## config.mk

```make
export PLATFORM = sky130hd
export DESIGN_NAME = ram_arbiter_flat
export DESIGN_NICKNAME = d
export VERILOG_FILES = /design/src/rtl/ram_arbiter_if.sv /design/src/rtl/ram_arbiter.sv /design/src/flat_wrapper.sv
export SDC_FILE = /design/constraint.sdc
export NUM_CORES = 1
export LEC_CHECK = 0
export ABC_AREA = 1
export ABC_CLOCK_PERIOD_IN_PS = 1700
export BUFFER_PORTS_ARGS = -buffer_cell sky130_fd_sc_hd__buf_2
export CORE_MARGIN = 2
export CORE_UTILIZATION = 31
export DETAILED_ROUTE_END_ITERATION = 7
export GPL_ROUTABILITY_DRIVEN = 0
export HOLD_SLACK_MARGIN = 0.15
export PLACE_DENSITY = 0.85
export SYNTH_ARGS = -nofsm -noshare
export SYNTH_HDL_FRONTEND = slang
export SYNTH_SLANG_ARGS = --single-unit
```

## constraint.sdc

```tcl
create_clock -name clk -period 1.7 [get_ports clk]
set_input_delay 0.51 -clock clk [delete_from_list [all_inputs] [get_ports clk]]
set_output_delay 0.51 -clock clk [all_outputs]
set_load 0.03 [all_outputs]
```

## src/rtl/ram_arbiter_if.sv

```systemverilog
// Bundle of the two requester ports and the single-port RAM side of ram_arbiter.
// slave is the arbiter's view; master is the requesters/RAM environment view.
interface ram_arbiter_if #(
    parameter int RAM_WIDTH     = 16,
    parameter int RAM_ADDR_BITS = 12
);
    logic                     a_req;
    logic                     a_we;
    logic [RAM_ADDR_BITS-1:0] a_addr;
    logic [RAM_WIDTH-1:0]     a_wdata;
    logic                     a_gnt;
    logic                     a_rvalid;
    logic [RAM_WIDTH-1:0]     a_rdata;

    logic                     b_req;
    logic                     b_we;
    logic [RAM_ADDR_BITS-1:0] b_addr;
    logic [RAM_WIDTH-1:0]     b_wdata;
    logic                     b_lock;
    logic                     b_gnt;
    logic                     b_rvalid;
    logic [RAM_WIDTH-1:0]     b_rdata;

    logic                     ram_en;
    logic                     ram_wr_en;
    logic [RAM_ADDR_BITS-1:0] ram_addr;
    logic [RAM_WIDTH-1:0]     ram_din;
    logic [RAM_WIDTH-1:0]     ram_dout;

    modport slave (
        input  a_req, a_we, a_addr, a_wdata,
        output a_gnt, a_rvalid, a_rdata,
        input  b_req, b_we, b_addr, b_wdata, b_lock,
        output b_gnt, b_rvalid, b_rdata,
        output ram_en, ram_wr_en, ram_addr, ram_din,
        input  ram_dout
    );

    modport master (
        output a_req, a_we, a_addr, a_wdata,
        input  a_gnt, a_rvalid, a_rdata,
        output b_req, b_we, b_addr, b_wdata, b_lock,
        input  b_gnt, b_rvalid, b_rdata,
        input  ram_en, ram_wr_en, ram_addr, ram_din,
        output ram_dout
    );
endinterface

```

## src/rtl/ram_arbiter.sv

```systemverilog
// Shares one single-port block RAM between port A (CPU) and port B (DMA/display),
// with round-robin contention and a bounded burst lock for port B.
module ram_arbiter #(
    parameter int RAM_WIDTH     = 16,
    parameter int RAM_ADDR_BITS = 12,
    parameter int LOCK_MAX      = 8
) (
    input logic          clk,
    input logic          reset,
    ram_arbiter_if.slave bus
);
    localparam int CNT_W = $clog2(LOCK_MAX + 1);
    localparam logic PORT_A = 1'b0;
    localparam logic PORT_B = 1'b1;

    typedef enum logic {ARB, LOCK_B} mode_t;

    mode_t            mode;
    mode_t            mode_next;
    logic             last;
    logic             last_next;
    logic [CNT_W-1:0] lock_cnt;
    logic [CNT_W-1:0] lock_cnt_next;
    logic [CNT_W-1:0] cnt_inc;
    logic             rd_a;
    logic             rd_b;
    logic             gnt_a;
    logic             gnt_b;

    always_ff @(posedge clk) begin
        if (reset) begin
            mode     <= ARB;
            last     <= PORT_B;
            lock_cnt <= '0;
            rd_a     <= 1'b0;
            rd_b     <= 1'b0;
        end else begin
            mode     <= mode_next;
            last     <= last_next;
            lock_cnt <= lock_cnt_next;
            rd_a     <= gnt_a & ~bus.a_we;
            rd_b     <= gnt_b & ~bus.b_we;
        end
    end

    assign cnt_inc = lock_cnt + CNT_W'(1);

    always_comb begin
        gnt_a         = 1'b0;
        gnt_b         = 1'b0;
        mode_next     = mode;
        last_next     = last;
        lock_cnt_next = lock_cnt;
        if (!reset) begin
            case (mode)
                ARB: begin
                    if (bus.a_req && bus.b_req) begin
                        gnt_a = (last == PORT_B);
                        gnt_b = (last == PORT_A);
                    end else begin
                        gnt_a = bus.a_req;
                        gnt_b = bus.b_req;
                    end
                    if (gnt_a) last_next = PORT_A;
                    if (gnt_b) begin
                        last_next = PORT_B;
                        if (bus.b_lock && (LOCK_MAX > 1)) begin
                            mode_next     = LOCK_B;
                            lock_cnt_next = CNT_W'(1);
                        end
                    end
                end
                LOCK_B: begin
                    // B owns the RAM; A only fills cycles B leaves empty
                    gnt_b = bus.b_req;
                    gnt_a = bus.a_req && !bus.b_req;
                    if (gnt_b) lock_cnt_next = cnt_inc;
                    if ((gnt_b && (!bus.b_lock || (cnt_inc == CNT_W'(LOCK_MAX)))) ||
                        (!bus.b_req && !bus.b_lock)) begin
                        mode_next     = ARB;
                        last_next     = PORT_B;
                        lock_cnt_next = '0;
                    end
                end
                default: mode_next = ARB;
            endcase
        end
    end

    assign bus.a_gnt     = gnt_a;
    assign bus.b_gnt     = gnt_b;
    assign bus.ram_en    = gnt_a | gnt_b;
    assign bus.ram_wr_en = (gnt_a & bus.a_we) | (gnt_b & bus.b_we);
    assign bus.ram_addr  = gnt_b ? bus.b_addr : bus.a_addr;
    assign bus.ram_din   = gnt_b ? bus.b_wdata : bus.a_wdata;

    assign bus.a_rvalid = rd_a;
    assign bus.b_rvalid = rd_b;
    assign bus.a_rdata  = bus.ram_dout;
    assign bus.b_rdata  = bus.ram_dout;
endmodule

```

## src/flat_wrapper.sv

```systemverilog
// flat-port wrapper written by rule: the top's interface ports become plain ports
module ram_arbiter_flat 
#(
    parameter int RAM_WIDTH     = 16,
    parameter int RAM_ADDR_BITS = 12,
    parameter int LOCK_MAX      = 8
)
  (clk, reset, bus_a_req, bus_a_we, bus_a_addr, bus_a_wdata, bus_a_gnt, bus_a_rvalid, bus_a_rdata, bus_b_req, bus_b_we, bus_b_addr, bus_b_wdata, bus_b_lock, bus_b_gnt, bus_b_rvalid, bus_b_rdata, bus_ram_en, bus_ram_wr_en, bus_ram_addr, bus_ram_din, bus_ram_dout);
  ram_arbiter_if #(.RAM_WIDTH(RAM_WIDTH), .RAM_ADDR_BITS(RAM_ADDR_BITS)) bus_i ();
  input logic clk;
  input logic reset;
  input wire logic [$bits(bus_i.a_req)-1:0] bus_a_req;
  input wire logic [$bits(bus_i.a_we)-1:0] bus_a_we;
  input wire logic [$bits(bus_i.a_addr)-1:0] bus_a_addr;
  input wire logic [$bits(bus_i.a_wdata)-1:0] bus_a_wdata;
  output wire logic [$bits(bus_i.a_gnt)-1:0] bus_a_gnt;
  output wire logic [$bits(bus_i.a_rvalid)-1:0] bus_a_rvalid;
  output wire logic [$bits(bus_i.a_rdata)-1:0] bus_a_rdata;
  input wire logic [$bits(bus_i.b_req)-1:0] bus_b_req;
  input wire logic [$bits(bus_i.b_we)-1:0] bus_b_we;
  input wire logic [$bits(bus_i.b_addr)-1:0] bus_b_addr;
  input wire logic [$bits(bus_i.b_wdata)-1:0] bus_b_wdata;
  input wire logic [$bits(bus_i.b_lock)-1:0] bus_b_lock;
  output wire logic [$bits(bus_i.b_gnt)-1:0] bus_b_gnt;
  output wire logic [$bits(bus_i.b_rvalid)-1:0] bus_b_rvalid;
  output wire logic [$bits(bus_i.b_rdata)-1:0] bus_b_rdata;
  output wire logic [$bits(bus_i.ram_en)-1:0] bus_ram_en;
  output wire logic [$bits(bus_i.ram_wr_en)-1:0] bus_ram_wr_en;
  output wire logic [$bits(bus_i.ram_addr)-1:0] bus_ram_addr;
  output wire logic [$bits(bus_i.ram_din)-1:0] bus_ram_din;
  input wire logic [$bits(bus_i.ram_dout)-1:0] bus_ram_dout;
  assign bus_i.a_req = bus_a_req;
  assign bus_i.a_we = bus_a_we;
  assign bus_i.a_addr = bus_a_addr;
  assign bus_i.a_wdata = bus_a_wdata;
  assign bus_a_gnt = bus_i.a_gnt;
  assign bus_a_rvalid = bus_i.a_rvalid;
  assign bus_a_rdata = bus_i.a_rdata;
  assign bus_i.b_req = bus_b_req;
  assign bus_i.b_we = bus_b_we;
  assign bus_i.b_addr = bus_b_addr;
  assign bus_i.b_wdata = bus_b_wdata;
  assign bus_i.b_lock = bus_b_lock;
  assign bus_b_gnt = bus_i.b_gnt;
  assign bus_b_rvalid = bus_i.b_rvalid;
  assign bus_b_rdata = bus_i.b_rdata;
  assign bus_ram_en = bus_i.ram_en;
  assign bus_ram_wr_en = bus_i.ram_wr_en;
  assign bus_ram_addr = bus_i.ram_addr;
  assign bus_ram_din = bus_i.ram_din;
  assign bus_i.ram_dout = bus_ram_dout;
  ram_arbiter #(.RAM_WIDTH(RAM_WIDTH), .RAM_ADDR_BITS(RAM_ADDR_BITS), .LOCK_MAX(LOCK_MAX)) u_core (.clk(clk), .reset(reset), .bus(bus_i));
endmodule
```

## Word level (Yosys, flattened, before mapping)

Index checks and enable logic that the tools add are counted.

- Register bits: 8
- Bits of input ports: 79
- Output and inout port bits: 66

- Add/sub/neg operators: 1
- Equality and inequality tests: 6
- Mux-type cells: 25
- Bitwise operators: 10
- Reduce and logical (&&, ||, !) cells: 10

Operators by type and width:

| operator | count |
|---|---|
| $mux 16 | 1 |
| $mux 4 | 4 |
| $mux 1 | 14 |
| $mux 12 | 1 |
| $pmux 1 s2 | 4 |
| $pmux 4 s2 | 1 |
| $add 4x1->4 const B | 1 |
| $and 1x1->1 | 4 |
| $eq 4x4->1 const B | 1 |
| $logic_and 1x1->1 | 4 |
| $ne 2x2->1 const B | 2 |
| $not 1->1 | 4 |
| $ne 3x1->1 const B | 1 |
| $ne 3x3->1 const B | 1 |
| $reduce_and 3->1 | 1 |
| $logic_not 1->1 | 2 |
| $logic_or 1x1->1 | 2 |
| $ne 2x1->1 const B | 1 |
| $or 1x1->1 | 2 |
| $reduce_and 2->1 | 1 |

## Logic depth before layout (Yosys ltp)

Gate-level depths: netlist of run 1.

- Word-level depth: 8
- Depth in mapped cells: 10

## Least setup slack after synthesis of run 1

Ideal clock, no wire load.

- Path type: input port to output port
- From: in bus_a_req
- To: out bus_ram_wr_en
- Arrival time: 1.417 ns
- Required time: 1.190 ns
- Slack: -0.227 ns
- Stages on the path: 7
- Buffers on the path: 0
- Cell sequence: nand2_1 -> clkinv_1 -> nand2_1 -> nand2_1 -> nand3_1 -> inv_1 -> a22o_1

- Cells in the longest elaborated chain, start to end: 8
- Elaborated cells on any way between the ends: 15

RTL lines:

| what | line | RTL |
|---|---|---|
| start: declaration | flat_wrapper.sv:12 | `input wire logic [$bits(bus_i.a_req)-1:0] bus_a_req;` |
| $logic_and 1x1->1 | ram_arbiter.sv:57 | `if (bus.a_req && bus.b_req) begin` |
| $mux 1 | ram_arbiter.sv:57 |  |
| $mux 1 | ram_arbiter.sv:55 | `case (mode)` |
| $mux 1 | ram_arbiter.sv:54 | `if (!reset) begin` |
| $pmux 1 s2 (*) | ram_arbiter.sv:55 |  |
| $mux 1 (*) | ram_arbiter.sv:54 |  |
| net bus_a_gnt | flat_wrapper.sv:16 | `output wire logic [$bits(bus_i.a_gnt)-1:0] bus_a_gnt;` |
| $and 1x1->1 (*) | ram_arbiter.sv:93 | `assign bus.ram_wr_en = (gnt_a & bus.a_we) \| (gnt_b & bus.b_we);` |
| $or 1x1->1 (*) | ram_arbiter.sv:93 |  |
| end: declaration | flat_wrapper.sv:28 | `output wire logic [$bits(bus_i.ram_wr_en)-1:0] bus_ram_wr_en;` |

The timed path passes the listed nets; every way through them passes the cells marked *. The select of a mux whose other input is x is not followed.

## Final worst setup path of run 1

- From: reg u_core.last
- To: out bus_ram_din[2]

- Cells in the longest elaborated chain, start to end: 7

RTL lines:

| what | line | RTL |
|---|---|---|
| start: declaration | ram_arbiter.sv:20 | `logic last;` |
| start signal: assignment | ram_arbiter.sv:39 | `last <= last_next;` |
| $not 1->1 | ram_arbiter.sv:59 | `gnt_b = (last == PORT_A);` |
| $mux 1 | ram_arbiter.sv:57 |  |
| $mux 1 | ram_arbiter.sv:55 |  |
| $mux 1 | ram_arbiter.sv:54 |  |
| $pmux 1 s2 | ram_arbiter.sv:55 |  |
| $mux 1 | ram_arbiter.sv:54 |  |
| $mux 16 | ram_arbiter.sv:95 | `assign bus.ram_din = gnt_b ? bus.b_wdata : bus.a_wdata;` |
| end: declaration | flat_wrapper.sv:30 | `output wire logic [$bits(bus_i.ram_din)-1:0] bus_ram_din;` |

Every way passes these cells. The select of a mux whose other input is x is not followed.

==> metrics.md, run 1 <==
| Metric | Value |
|---|---|
| Run status | `finished with violations` |
| Violated checks | `setup timing` |
| Number of antenna violations at the first check in global routing | `0` |
| Yosys warning total | `0` |
| Post-synthesis sequential area ratio | `0.153` |
| Clock buffers created by TritonCTS | `3` |
| Post-synthesis cell type count | `19` |
| Ant diodes | `0` |
| Reg-to-Reg Start | `u_core.lock_cnt[0]` |
| Core region area | `roughly 3300 µm²` |
| Die outline width | `about 62 µm` |
| Endpoint class of the critical path | `output port` |
| Number of nets at the end of the flow | `between 300 and 400` |
| Initial DRC Count | `50` |
| Num rows | `21` |
| Max Clock Skew | `~4.7 ps` |
| Gate count of the mapped netlist | `189` |
| Fraction of layout cells with a size suffix above 1 | `0.704` |
| Area Overhead vs Synth | `108%` |
| Met2 Routed Length | `between 2000 and 2500 µm` |
| Post-synthesis area per instance | `5.53 µm²` |
| Part of the cycle the worst path needs | `1.15` |
| Switching power as a share of total power | `0.438` |
| Number of cells traversed by the worst hold path | `2` |
| Routed met3 length | `between 300 and 400 µm` |
| Actual transition at the worst max-transition pin | `212 ps` |
| Share of Yosys cell area claimed by the top area cell type | `0.362` |
| Biggest fanout along the worst timing path | `21` |
| Die footprint | `around 3900 µm²` |
| Clk pwr share | `0.134` |
| TritonCTS clock tree | `done` |
| Htree depth | `1` |
| Post-synthesis instance area | `between 1000 and 1500 µm²` |
| Vias after detailed routing | `about 1,500` |
| R2R cell count | `10` |
| First-pass iteration count of the detailed router | `4` |
| IO Pins | `roughly 150` |
| Final period demand of the worst path | `1960 ps` |
| Die height | `slightly above 60 µm` |
| Slowest library cell on the worst path | `sky130_fd_sc_hd__dfxtp_4` |
| Sequential Power Share | `0.200` |
| Global routing usage summed across all routing layers | `0.188` |
| Sw Pwr | `approximately 0.47 mW` |
| Uppermost layer routed | `met4` |
| FFs w/ async S/R, synth | `0` |
| Master cell of the clock root buffer | `sky130_fd_sc_hd__clkbuf_4` |
| Net Count, Synth | `270` |
| Number of enable flip-flop cells after synthesis | `0` |
| Internal power | `approximately 0.61 mW` |
| Critical R2R Capture | `u_core.last` |
| Count of final max-slew check failures | `0` |
| Top achievable clock speed | `roughly 0.51 GHz` |
| Via-to-Cell Ratio | `around 4.6` |
| Combinational share of power | `0.666` |
| Worst path required time | `1190 ps` |
| Delay contributed by the slowest stage of the critical path | `370 ps` |
| Post-route cell area | `around 2200 µm²` |
| Ys flop type | `sky130_fd_sc_hd__dfxtp_1` |
| Ordered list of cells on the worst path | `nand2_8 -> inv_8 -> nand2_4 -> nand3_4 -> buf_6 -> nand2_1 -> nand2_4 -> buf_6` |
| DRT met1 WL | `1320 µm` |
| Post-route ant nets | `0` |
| Worst Path Class, Setup | `flop to output port` |
| Post-DR wirelength/cell | `12.5 µm` |
| CP Data Arrival Time | `between 1000 and 1500 ps` |
| Final Hold Vio Count | `0` |
| DRT Wirelength | `3920 µm` |
| Cell area after placement | `1750 µm²` |
| Residual DRC | `0` |
| Utilization after layout | `0.661` |
| Largest area contributor in the netlist | `sky130_fd_sc_hd__nand2_1` |
| Min-Delay Startpoint | `bus_b_we` |
| Min-Delay Path Class | `input pin to flop` |
| Final worst-path setup slack | `-262 ps` |
| Setup slack of the most critical reg-to-reg path | `slightly below 300 ps` |
| Leakage power figure | `roughly 1.2 nW` |
| Number of buffers on the longest clock path | `2` |
| Largest cells by area after synthesis | `sky130_fd_sc_hd__nand2_1, sky130_fd_sc_hd__buf_4, sky130_fd_sc_hd__dfxtp_1, sky130_fd_sc_hd__nand4_1, sky130_fd_sc_hd__nand3_1` |
| WHS | `between 400 and 500 ps` |
| Global route overflow | `0` |
| Top cell types by occurrence after synthesis | `sky130_fd_sc_hd__nand2_1, sky130_fd_sc_hd__buf_4, sky130_fd_sc_hd__dfxtp_1` |
| Synthesis-stage register bit count | `8` |
| P per Cell Area | `500 nW/µm²` |
| Initial Utilization | `0.318` |
| Clock latency of the later-clocked register in the worst-skew pair | `about 260 ps` |
| Setup-failing EPs final | `32` |
| Overall Power | `around 1.1 mW` |
| CP startpoint kind | `flop` |
| Most numerous cell in the Yosys netlist | `sky130_fd_sc_hd__nand2_1` |
| Number of clock sinks seen by CTS | `8` |
| Global-route wire length before repair | `roughly 5400 µm` |
| Number of cells in the design after placement | `between 300 and 400` |
| Total of buffers placed on input and output ports | `96` |
| Pin count of the biggest net entering global routing | `22` |
| Detail Placement HPWL | `roughly 2600 µm` |
| RSZ-0062 raised after global routing | `true` |
| Max_slew headroom | `0.858` |
| Worst-case hold path end point | `u_core.bus.b_rvalid` |
| Clock-pin slew of the registers on the worst-case setup and hold paths | `50 ps` |
| Number of global-route vias before repair | `between 1,000 and 1,500` |
| Peak supply drop | `around 230 µV` |
| Final non-filler cell total | `313` |
| Max cap viols | `0` |
critical path, delay by kind of cell, from the launching register on:
kind                   cells  cell delay, ps
flip-flops                 1             370
buffers and inverters      3             370
AND/OR/NAND/NOR            5             440
placed cells by master (no fill, tap or decap):
| cell type | count |
|---|---|
| sky130_fd_sc_hd__a21oi_1 | 4 |
| sky130_fd_sc_hd__a22o_4 | 1 |
| sky130_fd_sc_hd__buf_12 | 1 |
| sky130_fd_sc_hd__buf_16 | 2 |
| sky130_fd_sc_hd__buf_2 | 63 |
| sky130_fd_sc_hd__buf_4 | 9 |
| sky130_fd_sc_hd__buf_6 | 37 |
| sky130_fd_sc_hd__buf_8 | 2 |
| sky130_fd_sc_hd__clkbuf_4 | 3 |
| sky130_fd_sc_hd__dfxtp_1 | 7 |
| sky130_fd_sc_hd__dfxtp_4 | 1 |
| sky130_fd_sc_hd__ha_1 | 2 |
| sky130_fd_sc_hd__inv_1 | 5 |
| sky130_fd_sc_hd__inv_2 | 3 |
| sky130_fd_sc_hd__inv_8 | 2 |
| sky130_fd_sc_hd__nand2_1 | 40 |
| sky130_fd_sc_hd__nand2_2 | 17 |
| sky130_fd_sc_hd__nand2_4 | 44 |
| sky130_fd_sc_hd__nand2_8 | 1 |
| sky130_fd_sc_hd__nand3_1 | 5 |
| sky130_fd_sc_hd__nand3_2 | 1 |
| sky130_fd_sc_hd__nand3_4 | 1 |
| sky130_fd_sc_hd__nand4_1 | 5 |
| sky130_fd_sc_hd__nor2_1 | 5 |
| sky130_fd_sc_hd__o21a_1 | 1 |
| sky130_fd_sc_hd__o21ai_0 | 4 |
| sky130_fd_sc_hd__o21ai_1 | 1 |
what timing repair did:
| item | CTS | global route |
|---|---|---|
| cloned | 2 | 0 |
| resized for setup | 86 | 21 |
| pin swaps | 7 | 5 |
| buffers inserted | 0 | 2 |
| endpoints found under the setup margin | 32 | 32 |
| hold buffers | 0 | 0 |
worst max-delay path by stage:
stage | slack, ps | cells after the start | to | start
floorplan | -40 | 8 | bus_ram_addr[0] | bus_a_req
finish | -260 | 8 | bus_ram_din[2] | u_core.last
global placement | -390 | 10 | bus_ram_addr[2] | bus_a_req
detailed placement | -420 | 10 | bus_ram_din[4] | bus_a_req
global route | -330 | 8 | bus_ram_din[2] | u_core.last
CTS | -240 | 9 | bus_ram_addr[2] | u_core.last
layer usage:
layer	track usage	vias up
met1	0.189	655
met2	0.350	77
met4	0.0669	0
met3	0.0704	13
met5	0	-
li1	-	710
kinds of logic after synthesis:
kind of cell             after synthesis  synth area share
AND/OR/NAND/NOR                      119             0.455
buffers and inverters                 49             0.310
AO/OA/AOI/OAI                         11            0.0586
flip-flops                             8             0.153
adder cells (fa/ha/maj)                2            0.0239
power groups by stage:
stage	sequential [mW]	combinational, mW	clock, mW
6_report	0.217	0.722	0.145
5_1_grt	0.219	0.769	0.159
3_5_place_dp	0.220	0.550	0
4_1_cts	0.217	0.687	0.149
2_1_floorplan	0.222	0.505	0
3_3_place_gp	0.220	0.543	0
registers in the layout (all words and copies together), names as in the netlist:
name	flops
u_core.last	1
u_core.lock_cnt	4
u_core.bus.a_rvalid	1
u_core.mode	1
u_core.bus.b_rvalid	1
metrics by stage:
step	worst slack [ps]	TNS [ps]
finish	-262	-6760
detailed placement	-422	-11070
global placement	-391	-10600
global route	-328	-8810
CTS	-244	-6790
floorplan	-36.6	-461
area by class of cell:
type	count	area, µm²
Clock buffer	3	22.5
Tap cell	46	57.6
Sequential cell	8	164
Fill cell	264	1110
Timing Repair Buffer	114	905
Multi-Input combinational cell	132	970
Inverter	10	52.6
Note: power is estimated with default switching activity, not from simulation.
==> inputs of run 2 (changes only) <==
--- a/config.mk
+++ b/config.mk
@@ -13,7 +13,8 @@
 export DETAILED_ROUTE_END_ITERATION = 7
 export GPL_ROUTABILITY_DRIVEN = 0
 export HOLD_SLACK_MARGIN = 0.15
-export PLACE_DENSITY = 0.85
+export PLACE_DENSITY = 0.81
+export REMOVE_ABC_BUFFERS = 1
 export SYNTH_ARGS = -nofsm -noshare
 export SYNTH_HDL_FRONTEND = slang
 export SYNTH_SLANG_ARGS = --single-unit
==> constraint.sdc (replaced) <==
create_clock -name clk -period 1.7 [get_ports clk]
set_input_delay 0.51 -clock clk [delete_from_list [all_inputs] [get_ports clk]]
set_output_delay 0.51 -clock clk [all_outputs]
set_load 0.005 [all_outputs]
==> metrics.md, run 2 (same netlist as run 1, synthesis figures left out) <==
| Metric | Value |
|---|---|
| Run status | `finished with violations` |
| Violated checks | `setup timing` |
| Pin count of the biggest net entering global routing | `16` |
| Clock buffers created by TritonCTS | `3` |
| Core region area | `approximately 3300 µm²` |
| Overall Power | `0.834 mW` |
| Final period demand of the worst path | `between 1500 and 2000 ps` |
| Worst Path Class, Setup | `input pin to output port` |
| Part of the cycle the worst path needs | `1.16` |
| WHS | `roughly 420 ps` |
| Area Overhead vs Synth | `80.0%` |
| First-pass iteration count of the detailed router | `4` |
| Master cell of the clock root buffer | `sky130_fd_sc_hd__clkbuf_4` |
| Most common cell after layout, fill and taps aside | `sky130_fd_sc_hd__buf_2` |
| Max_slew headroom | `0.869` |
| Number of buffers on the longest clock path | `2` |
| Final Hold Vio Count | `0` |
| Die height | `between 60 and 70 µm` |
| Count of final max-slew check failures | `0` |
| Cell area after placement | `1410 µm²` |
| Global route overflow | `0` |
| Leakage power figure | `around 1.1 nW` |
| Post-route cell area | `approximately 1900 µm²` |
| TritonCTS clock tree | `done` |
| Biggest fanout along the worst timing path | `7` |
| R2R cell count | `10` |
| Utilization after layout | `0.573` |
| Number of nets at the end of the flow | `between 300 and 400` |
| Peak supply drop | `193 µV` |
| Global-route wire length before repair | `about 5700 µm` |
| Vias after detailed routing | `1,475` |
| Number of filler instances in the final layout | `roughly 300` |
| Critical R2R Capture | `u_core.last` |
| Initial DRC Count | `83` |
| Min-Delay Startpoint | `bus_b_we` |
| Total of buffers placed on input and output ports | `96` |
| Number of flip-flops in the largest register | `4` |
| Worst path required time | `between 1000 and 1500 ps` |
| Max Clock Skew | `around 3.5 ps` |
| Number of clock sinks seen by CTS | `8` |
| Post-DR wirelength/cell | `13.3 µm` |
| P per Cell Area | `approximately 440 nW/µm²` |
| Clock-pin slew of the registers on the worst-case setup and hold paths | `roughly 50 ps` |
| Endpoint class of the critical path | `output port` |
| CP Data Arrival Time | `about 1500 ps` |
| Multi-input gate area in the final layout | `~700 µm²` |
| Max cap viols | `0` |
| Number of cells traversed by the worst hold path | `2` |
| Reg-to-Reg Start | `u_core.lock_cnt[0]` |
| IO Pins | `about 150` |
| Detail Placement HPWL | `just under 3000 µm` |
| CTS hold repair buffers | `0` |
| Actual transition at the worst max-transition pin | `just under 200 ps` |
| Setup slack of the most critical reg-to-reg path | `between 200 and 300 ps` |
| Clock latency of the later-clocked register in the worst-skew pair | `between 200 and 300 ps` |
| Number of global-route vias before repair | `roughly 1,200` |
| Number of antenna violations at the first check in global routing | `0` |
| Setup-failing EPs final | `32` |
| DRT Wirelength | `4240 µm` |
| Fraction of layout cells with a size suffix above 1 | `0.613` |
| Residual DRC | `0` |
| Reg with most FFs | `u_core.lock_cnt` |
| Num rows | `21` |
| Most frequent cells in the layout | `sky130_fd_sc_hd__buf_2, sky130_fd_sc_hd__nand2_1, sky130_fd_sc_hd__nand2_2` |
| Min-Delay Path Class | `input pin to flop` |
| Ant diodes | `0` |
| RSZ-0062 raised after global routing | `true` |
| Worst-case hold path end point | `u_core.bus.b_rvalid` |
| Global routing usage summed across all routing layers | `0.202` |
| Worst slack at placement | `-278 ps` |
| Final worst-path setup slack | `-269 ps` |
| Htree depth | `1` |
| Die footprint | `3850 µm²` |
| Post-route ant nets | `0` |
| Die outline width | `slightly above 60 µm` |
| Initial Utilization | `0.318` |
| CP startpoint kind | `input pin` |
| Sequential cell area | `161 µm²` |
| Top achievable clock speed | `around 0.51 GHz` |
| Source of the critical timing path | `bus_a_req` |
| Via-to-Cell Ratio | `roughly 4.6` |
-- run 2: cell count changes in the layout (fill, tap and decap cells not counted), moves of 2 or more --
cell and delta:
sky130_fd_sc_hd__buf_6 -30, sky130_fd_sc_hd__nand2_1 +26, sky130_fd_sc_hd__buf_16 +2, sky130_fd_sc_hd__buf_12 +5, sky130_fd_sc_hd__nand2_2 +11, sky130_fd_sc_hd__buf_2 +27
sky130_fd_sc_hd__nand2_4 -36, sky130_fd_sc_hd__buf_4 +3
-- run 2: report_power, final --
part / leakage (nW) / switching, mW / total, mW / internal (mW)
Sequential: 0.0656 / 0.0136 / 0.216 / 0.202
Combinational: 1.03 / 0.206 / 0.470 / 0.264
Clock: 0.0138 / 0.0679 / 0.149 / 0.0810
-- run 2: metal layers --
layer / share of wire / wire length (µm) / global-route usage
met5: 0 / 0 / 0.0286
met4: 0.0094 / 40 / 0.0456
met3: 0.12 / 517 / 0.116
met2: 0.49 / 2060 / 0.299
met1: 0.38 / 1630 / 0.250
-- run 2: critical path: stages --
cell and delay [ps]:
sky130_fd_sc_hd__buf_6 100, sky130_fd_sc_hd__nand2_4 70, sky130_fd_sc_hd__clkinv_4 50, sky130_fd_sc_hd__nand2_4 60, sky130_fd_sc_hd__nand3_4 100, sky130_fd_sc_hd__buf_8 170
sky130_fd_sc_hd__clkbuf_16 160, sky130_fd_sc_hd__nand2_2 60, sky130_fd_sc_hd__nand2_1 40, sky130_fd_sc_hd__buf_2 120
-- run 2: worst max path at each step --
stage,to,slack (ps),depth (start not counted)
final,bus_ram_din[14],-270,10
after global routing,bus_ram_din[14],-330,9
after floorplan,bus_ram_wr_en,-530,6
after CTS,bus_ram_din[9],-230,10
after detailed placement,bus_ram_din[9],-280,10
after global placement,bus_ram_din[9],-250,10
-- run 2: timing repair --
item / in CTS / in global routing
resized for setup: 28 / 42
setup endpoints to repair: 32 / 32
pin swaps: 5 / 12
setup buffers: 5 / 3
cloned: 5 / 1
-- run 2: cell type report --
class | instances | area share
multi-input combinational | 132 | 0.373
timing repair buffer | 121 | 0.472
clock buffer | 3 | 0.0120
inverter | 10 | 0.0266
sequential | 8 | 0.0857
tap | 46 | 0.0306
-- run 2: through the flow --
| stage | TNS, ps | std cells |
|---|---|---|
| detailed placement | -7880 | 304 |
| CTS | -6410 | 317 |
| floorplan | -14220 | 150 |
| finish | -7330 | 320 |
| global placement | -6930 | 304 |
| global route | -9450 | 320 |
